$ cat config.mk
export PLATFORM = sky130hd
export DESIGN_NAME = alu_multiciclo
export DESIGN_NICKNAME = d
export VERILOG_FILES = /design/src/rtl/alu_pkg.sv /design/src/rtl/multiplicador_serie.sv /design/src/rtl/alu_multiciclo.sv
export SDC_FILE = /design/constraint.sdc
export NUM_CORES = 1
export LEC_CHECK = 0
export CAP_MARGIN = 5
export CELL_PAD_IN_SITES_DETAIL_PLACEMENT = 0
export CELL_PAD_IN_SITES_GLOBAL_PLACEMENT = 1
export CORE_ASPECT_RATIO = 0.8
export CORE_UTILIZATION = 30
export DETAILED_ROUTE_END_ITERATION = 6
export GPL_TIMING_DRIVEN = 0
export PLACE_DENSITY = 0.62
export SYNTH_ARGS = -nofsm -noshare
export SYNTH_HDL_FRONTEND = slang
export SYNTH_SLANG_ARGS = --single-unit
export TNS_END_PERCENT = 1
$ cat constraint.sdc
create_clock -name clk -period 16.15 [get_ports clk]
set_input_delay 4.0375 -clock clk [delete_from_list [all_inputs] [get_ports clk]]
set_output_delay 4.0375 -clock clk [all_outputs]
set_load 0.05 [all_outputs]
$ cat src/rtl/alu_pkg.sv
// Shared opcode encodings and FSM state type for alu_multiciclo.
// The MUL opcode is only decoded when ALU_MUL_EN is defined.
package alu_pkg;

    localparam logic [3:0] OP_ADD = 4'b0000;
    localparam logic [3:0] OP_SUB = 4'b0001;
    localparam logic [3:0] OP_AND = 4'b0010;
    localparam logic [3:0] OP_OR  = 4'b0011;
    localparam logic [3:0] OP_SLT = 4'b0100;
    localparam logic [3:0] OP_XOR = 4'b0101;
    localparam logic [3:0] OP_SLL = 4'b0110;
    localparam logic [3:0] OP_SRL = 4'b0111;
    localparam logic [3:0] OP_SRA = 4'b1000;
    localparam logic [3:0] OP_NOR = 4'b1001;
    localparam logic [3:0] OP_MUL = 4'b1010;

    typedef enum logic [1:0] {
        REPOSO = 2'd0,
        MULT   = 2'd1,
        LISTO  = 2'd2
    } estado_t;

endpackage

$ cat src/rtl/multiplicador_serie.sv
// Iterative shift-add multiplier: one partial product per step, ANCHO steps.
// Keeps only the low ANCHO bits of the product.
module multiplicador_serie #(
    parameter int ANCHO = 32
) (
    input  logic             clk,
    input  logic             rst_n,
    input  logic             cargar,
    input  logic             paso,
    input  logic [ANCHO-1:0] a,
    input  logic [ANCHO-1:0] b,
    output logic [ANCHO-1:0] producto,
    output logic             hecho
);

    localparam int CW = $clog2(ANCHO) + 1;

    logic [ANCHO-1:0] a_reg;
    logic [ANCHO-1:0] b_reg;
    logic [ANCHO-1:0] acc;
    logic [CW-1:0]    cnt;

    // Done once all ANCHO iterations have been applied; steps stop there.
    assign hecho    = (cnt == CW'(ANCHO));
    assign producto = acc;

    always_ff @(posedge clk) begin
        if (!rst_n) begin
            a_reg <= '0;
            b_reg <= '0;
            acc   <= '0;
            cnt   <= '0;
        end else if (cargar) begin
            a_reg <= a;
            b_reg <= b;
            acc   <= '0;
            cnt   <= '0;
        end else if (paso && !hecho) begin
            if (b_reg[0]) begin
                acc <= acc + a_reg;
            end
            a_reg <= a_reg << 1;
            b_reg <= b_reg >> 1;
            cnt   <= cnt + 1'b1;
        end
    end

endmodule

$ cat src/rtl/alu_multiciclo.sv
// Handshaked registered ALU with NZCV-style flags; optional serial multiplier
// enabled by the ALU_MUL_EN macro (opcode 1010 yields 0 in one cycle otherwise).
module alu_multiciclo
    import alu_pkg::*;
#(
    parameter int ANCHO      = 32,
    parameter int ANCHO_DESP = $clog2(ANCHO)
) (
    input  logic             clk,
    input  logic             rst_n,
    input  logic             in_valido,
    output logic             in_listo,
    input  logic [ANCHO-1:0] operandoA,
    input  logic [ANCHO-1:0] operandoB,
    input  logic [3:0]       seleccionOperacion,
    output logic             out_valido,
    input  logic             out_listo,
    output logic [ANCHO-1:0] resultado,
    output logic             banderaCero,
    output logic             banderaNegativo,
    output logic             banderaAcarreo,
    output logic             banderaDesborde
);

    // Handshake: a transfer happens on a rising edge where valid and ready are
    // both high; ready is decoded from state only, and a raised out_valido
    // keeps resultado/flags stable until out_listo completes the transfer.
    estado_t estado, estado_sig;

    logic             aceptar;
    logic             es_mul;
    logic             mul_hecho;
    logic [ANCHO-1:0] producto;
    logic [ANCHO:0]   suma;
    logic [ANCHO:0]   resta;
    logic [ANCHO-1:0] res_alu;
    logic             c_alu;
    logic             v_alu;
    logic [ANCHO-1:0] res_nuevo;
    logic             c_nuevo;
    logic             v_nuevo;
    logic             cargar_res;
    logic [ANCHO_DESP-1:0] desp;

    assign in_listo   = (estado == REPOSO);
    assign out_valido = (estado == LISTO);
    assign aceptar    = (estado == REPOSO) && in_valido;
    assign desp       = operandoB[ANCHO_DESP-1:0];

`ifdef ALU_MUL_EN
    assign es_mul = (seleccionOperacion == OP_MUL);

    multiplicador_serie #(.ANCHO(ANCHO)) u_mul (
        .clk      (clk),
        .rst_n    (rst_n),
        .cargar   (aceptar && es_mul),
        .paso     (estado == MULT),
        .a        (operandoA),
        .b        (operandoB),
        .producto (producto),
        .hecho    (mul_hecho)
    );
`else
    assign es_mul    = 1'b0;
    assign mul_hecho = 1'b0;
    assign producto  = '0;
`endif

    always_comb begin
        suma    = {1'b0, operandoA} + {1'b0, operandoB};
        resta   = {1'b0, operandoA} - {1'b0, operandoB};
        res_alu = '0;
        c_alu   = 1'b0;
        v_alu   = 1'b0;
        case (seleccionOperacion)
            OP_ADD: begin
                res_alu = suma[ANCHO-1:0];
                c_alu   = suma[ANCHO];
                v_alu   = (operandoA[ANCHO-1] == operandoB[ANCHO-1]) &&
                          (suma[ANCHO-1] != operandoA[ANCHO-1]);
            end
            OP_SUB: begin
                res_alu = resta[ANCHO-1:0];
                c_alu   = resta[ANCHO];
                v_alu   = (operandoA[ANCHO-1] != operandoB[ANCHO-1]) &&
                          (resta[ANCHO-1] != operandoA[ANCHO-1]);
            end
            OP_AND: res_alu = operandoA & operandoB;
            OP_OR:  res_alu = operandoA | operandoB;
            OP_SLT: res_alu = {{(ANCHO-1){1'b0}}, resta[ANCHO]};
            OP_XOR: res_alu = operandoA ^ operandoB;
            OP_SLL: res_alu = operandoA << desp;
            OP_SRL: res_alu = operandoA >> desp;
            OP_SRA: res_alu = $signed(operandoA) >>> desp;
            OP_NOR: res_alu = ~(operandoA | operandoB);
            default: res_alu = '0;
        endcase
    end

    // The multiplier product carries no carry/overflow meaning.
    always_comb begin
        res_nuevo = res_alu;
        c_nuevo   = c_alu;
        v_nuevo   = v_alu;
        if (estado == MULT) begin
            res_nuevo = producto;
            c_nuevo   = 1'b0;
            v_nuevo   = 1'b0;
        end
    end

    assign cargar_res = (aceptar && !es_mul) || ((estado == MULT) && mul_hecho);

    always_ff @(posedge clk) begin
        if (!rst_n) begin
            resultado       <= '0;
            banderaCero     <= 1'b0;
            banderaNegativo <= 1'b0;
            banderaAcarreo  <= 1'b0;
            banderaDesborde <= 1'b0;
        end else if (cargar_res) begin
            resultado       <= res_nuevo;
            banderaCero     <= (res_nuevo == '0);
            banderaNegativo <= res_nuevo[ANCHO-1];
            banderaAcarreo  <= c_nuevo;
            banderaDesborde <= v_nuevo;
        end
    end

    always_ff @(posedge clk) begin
        if (!rst_n) begin
            estado <= REPOSO;
        end else begin
            estado <= estado_sig;
        end
    end

    always_comb begin
        estado_sig = estado;
        case (estado)
            REPOSO: if (in_valido) estado_sig = es_mul ? MULT : LISTO;
            MULT:   if (mul_hecho) estado_sig = LISTO;
            LISTO:  if (out_listo) estado_sig = REPOSO;
            default: estado_sig = REPOSO;
        endcase
    end

endmodule

==> flow_metrics.env <==
export IMPL_worstPathMaxFanout=11
export IMPL_start_util_pct=30.5
export IMPL_finalMaxSlewViolations=0
export IMPL_area_delta_synth_final_pct=16.8
export IMPL_grt_pass1_vias=12600
export IMPL_grt_first_pass_wirelength_um=93800
export IMPL_ys_warnings_count=0
export IMPL_die_x_um=216
export IMPL_worstSetupPathType="in2reg"
export IMPL_cts_sinks=36
export IMPL_vias=13500
export IMPL_fin_crit_ns=10.44
export IMPL_htree_levels=2
export IMPL_layout_setup_ws_ns=5.71
export IMPL_syn_inst=1488
export IMPL_io_pins=110
export IMPL_tns_ns=0
export IMPL_grt_setup_unrepaired="no"
export IMPL_ctsHoldBuffers=0
export IMPL_fp_dieH_um=173
export IMPL_placed_area_um2=12600
export IMPL_worst_skew_pair_late_latency_ns=0.27
export IMPL_synth_area_top_cells="ha_1 (11%), mux4_2 (8.4%), dfxtp_1 (6.6%)"
export IMPL_drt_first_iter_violations=2008
export IMPL_max_freq_mhz=95.8
export IMPL_hold_viol=0
export IMPL_synth_top_flop_cell="dfxtp_1"
export IMPL_mostFrequentLayoutCell="nor2_1"
export IMPL_crit_required_ns=16.34
export IMPL_r2r_setup_slack_ns=12.84
export IMPL_tightest_slew_ns=1.45
export IMPL_startpoint="operandoB[3]"
export IMPL_final_cell_mix="nor2_1 (148), nand2_1 (136), clkdlybuf4s50_1 (106)"
export IMPL_syn_avg_cell_area_um2=7.36
export IMPL_drc=0
export IMPL_gp_congestion=1.04
export IMPL_stdcell_area_um2=12800
export IMPL_finClkSkew_ns=0.00150
export IMPL_root_buffer="clkbuf_16"
export IMPL_hold_start="banderaDesborde"
export IMPL_max_cap_violations=0
export IMPL_min_period_over_period_pct=64.7
export IMPL_core_um2=35900
export IMPL_via_per_inst=6.47
export IMPL_synth_edf_count=0
export IMPL_pre_cts_slack_ns=5.73
export IMPL_critPathCaptureType="flop"
export IMPL_numCtsBuffers=5
export IMPL_portBuffers=106
export IMPL_worstReg2RegStart="estado[1]"
export IMPL_ys_seq_area_share_pct=6.58
export IMPL_power_leakage_nw=5.05
export IMPL_fillers=3873
export IMPL_synth_nets=1659
export IMPL_max_slew_margin_pct=3.19
export IMPL_synthDistinctLibCells=89
export IMPL_syn_area_um2=11000
export IMPL_drive_gt1_share_pct=9.15
export IMPL_rows=62
export IMPL_vdd_drop_max_v=0.0000512
export IMPL_cts_buffer_depth=2
export IMPL_crit_arrival_ns=10.64
export IMPL_hp_class="reg2reg"
export IMPL_final_antenna_net_count=0
export IMPL_place_hpwl_um=54000
export IMPL_firstDrtPassIters=6
export IMPL_post_synth_top_area_cell="ha_1"
export IMPL_status="completed"
export IMPL_cts_setup_buffers=0
export IMPL_wl_um=65700
export IMPL_p_per_area_nw_per_um2=53.2
export IMPL_cts_tree="built"
export IMPL_grt_max_degree=13
export IMPL_ys_async_sr_fraction_pct=0
export IMPL_finalSetupViolCount=0
export IMPL_cts_clk_slew_worst_paths_ns=0.05
export IMPL_post_cts_resized=0
export IMPL_yosys_area_top_type_share_pct=11.1
export IMPL_crit_path_start_kind="input pin"
export IMPL_die_area_um2=37300
export IMPL_hold_worst_slack_ns=0.465
export IMPL_antenna_found_initial=1
export IMPL_wl_per_cell_um=31.5
export IMPL_fin_nets=1776
export IMPL_overflow=0
export IMPL_grt_use_total_pct=34.3
export IMPL_synth_seq_cells=36
[per-layer routing]
layer	global-route usage (%)	vias up	routed length, um
met1	49.9	6587	29800
met3	7.76	129	6840
met2	49.9	888	26900
li1	-	5905	-
met4	9.49	2	2040
met5	1.67	-	57
[critical path, cell delays in order]
cell,delay [ns]
clkdlybuf4s50_1,0.47
clkbuf_1,0.30
inv_1,0.26
buf_4,0.24
clkbuf_1,0.53
buf_1,0.75
ha_1,0.47
nor2b_1,0.17
a2111o_1,0.44
a21oi_1,0.44
or4_1,0.19
o311ai_0,0.18
a211oi_1,0.97
and3_1,0.29
nand4_1,0.14
nor4bb_1,0.35
nand4_1,0.14
o31ai_1,0.24
[cells by family after synthesis]
logic type	Yosys count	share of synthesized area [%]
flops	36	6.58
compound gates	513	33.5
simple gates	483	21.0
xor+xnor	9	0.719
mux	121	17.5
buf+inv	227	9.24
fa+ha+maj	99	11.4
[per-stage QoR]
stage	cells	util (%)	total power, mW
4_1_cts	2085	35.6	0.663
2_1_floorplan	1488	-	0.381
6_report	2087	35.6	0.681
5_1_grt	2086	35.6	0.708
3_3_place_gp	2074	35.1	0.569
3_5_place_dp	2077	35.2	0.566
[registers in the layout (all words and copies together) (netlist names)]
signal,cells
banderaAcarreo,1
banderaCero,1
banderaDesborde,1
estado,1
resultado,32
[final timing paths]
check                                  endpoint  cells after the start
worst min-delay path            banderaDesborde                      2
worst min register to register  banderaDesborde                      2
worst max-delay path                banderaCero                     18
worst max register to register      banderaCero                     11
[cell type report]
class	instances	area [um^2]	area share, %
antenna	1	2.50	0.0196
buffer	118	603	4.71
clock buffer	8	146	1.14
inverter	109	409	3.20
multi-input combinational	1225	9230	72.1
sequential	36	721	5.63
tap	480	601	4.69
timing repair buffer	110	1090	8.52
[power by group]
part	leakage (nW)	switching, mW	total [mW]	internal (mW)
Sequential	0.297	0.00422	0.101	0.0968
Clock	0.0712	0.0340	0.0955	0.0615
Combinational	4.69	0.325	0.484	0.160
[cells in the mapped netlist, types with 10 or more instances]
cell type  number
a2111oi_0      10
a211o_1        13
a211oi_1       38
a21o_1         11
a21oi_1        96
a221o_1        17
a221oi_1       21
a22oi_1        23
a31oi_1        18
and2_1         11
and3_1         15
buf_2          24
buf_4          15
clkbuf_1       66
dfxtp_1        36
ha_1           97
inv_1         103
mux2_2         20
mux2i_1        48
mux4_1         10
mux4_2         41
nand2_1       136
nand2b_1       14
nand3_1        30
nand4_1        17
nor2_1        148
nor2b_1        26
nor3_1         32
nor4_1         13
o211a_1        10
o211ai_1       29
o21ai_0        91
o221ai_1       15
o22ai_1        13
o31ai_1        13
Power figures use the tool's default switching activity.
==> RTL edit (same settings) <==
Remove the case item `OP_SRL` of the case on `seleccionOperacion`.
--- a/src/rtl/alu_multiciclo.sv
+++ b/src/rtl/alu_multiciclo.sv
@@ -90,7 +90,6 @@
             OP_SLT: res_alu = {{(ANCHO-1){1'b0}}, resta[ANCHO]};
             OP_XOR: res_alu = operandoA ^ operandoB;
             OP_SLL: res_alu = operandoA << desp;
-            OP_SRL: res_alu = operandoA >> desp;
             OP_SRA: res_alu = $signed(operandoA) >>> desp;
             OP_NOR: res_alu = ~(operandoA | operandoB);
             default: res_alu = '0;
Function: changed (a bounded check fails within 4 cycles, from zero or initial values and one cycle with rst_n low).
==> RTL edit against the unedited design <==
  * The flow now finishes with violations (capacitance limit, slew limit)
  * Total power increased by 7.2%
  * Synthesized cell count grew 12%
  * Combinational power grew 8.5%
  * Area after synthesis grew 7.2%
  * Setup slack improved by 0.014 ns
  * Clock power is 9% higher
  * Sequential power about the same
  * Hold slack gained 0.00054 ns
  * Sequential cell count is the same
  * Wire length up 19%
  * Cell area up 6.5%
==> RTL edit: results (changes against the unedited design) <==
status=finished with violations; violations in the final reports=capacitance limit, slew limit; metal2 WL=30400 µm (+13%); GRT Overall Usage=38.5% (+4.2 points); DR iter-0 viols=2072 (+3.2%); sequential cell area share=5.29% (-0.34 points); share of layout cells above drive strength 1=8.43% (-0.72 points); clk_lat worst skew=0.29 ns (+0.02 ns); xor/xnor share of the synthesized area=0.745% (+0.026 points); HP Start=resultado[28]; Mean Syn Cell Area=7.02 µm² (-4.6%); Sw Ratio=55.7% (+2.4 points); Synth Area in Adders=10.8% (-0.66 points); fraction of area in multi-input gates=73.1% (+1.0 points); cell area after synthesis=11700 µm² (+7.2%); Seq/Total Area, Yosys=6.13% (-0.44 points); critical path arrival=10.60 ns (-0.04 ns); Met1 Routed Length=36100 µm (+21%); Seq Cell Count=36 (unchanged); launch point of the worst path=operandoB[0]; count of multi-input gates=1394 (+14%); vias in the first global route=14290 (+13%); Synth cell types=99 (+11%); fillers=4245 (+9.6%); post-place setup slack=5.81 ns (+0.0830 ns); Placement Cell Area=13500 µm² (+6.6%); Maximum Capacitance Violations=1 (+1); met3 Usage GRT=12.5% (+4.8 points); Worst Path Max Fanout=11 (unchanged); FFs w/ async S/R, synth=0% (unchanged); Signal buffers=252 (+11%); NonClk Buf Share=13.2% (-0.050 points); met3 WL=10100 µm (+47%); DR WL/cell=34.3 µm (+8.9%); footprint of the multi-input gates=9960 µm² (+7.9%); Synth Area in Compound Gates=34.1% (+0.60 points); vias post-DR=15410 (+14%); GP Congestion=1.03 (-0.60%); Peak VDD IR=0.0357 mV (-30%); first-pass GRT wire length=109000 µm (+17%); Syn Nets=1845 (+11%); clk_skew=0.00590 ns (+0.00440 ns); Worst-Margin Slew=1.51 ns (+0.0632 ns); r2r setup slk=12.40 ns (-0.44 ns); met1 usage=56.4% (+6.5 points); nonclk inv count=101 (-7.3%); Hold Crit Endpoint=resultado[28]; Final Max Tran Viols=4 (+4); final std cells w/o fill=2288 (+9.6%); mux share of post-synthesis cell area=14.0% (-3.5 points); Pleak=0.00531 µW (+5.0%); initial antenna violation count=5 (+4); top sig layer=met4; Clock-cell share=1.07% (-0.069 points); crit path time final=10.43 ns (-0.0136 ns); met2 GRT Util=53.5% (+3.6 points); Synth area leaders=ha_1 (10%), mux4_2 (7.1%), dfxtp_1 (6.1%), nor2_1 (5.5%), a21oi_1 (5.2%); Buffers on Ports=108 (+1.9%); post-DP HPWL=64400 µm (+19%); ant diodes=2 (+1)
## RTL edit: critical path, cell delays in order
cell and delay [ns]:
clkdlybuf4s50_1 0.69, buf_4 0.36, inv_1 0.13, buf_2 0.37
buf_2 0.42, buf_1 0.64, ha_1 0.30, nor2b_1 0.59
nor2_1 0.22, a221oi_1 1.01, a22oi_1 0.49, o211ai_1 0.50
a211o_1 0.25, nor3_1 0.08, nand4_1 0.19, nor4_1 0.10
nand4_1 0.13, o31ai_2 0.06
## RTL edit: power by group through the flow
stage / Clock, µW / Combinational [µW] / Sequential (µW)
final: 104 / 525 / 101
after global routing: 108 / 544 / 102
after CTS: 104 / 503 / 101
after detailed placement: 0 / 500 / 103
after global placement: 0 / 504 / 102
after floorplan: 0 / 272 / 128
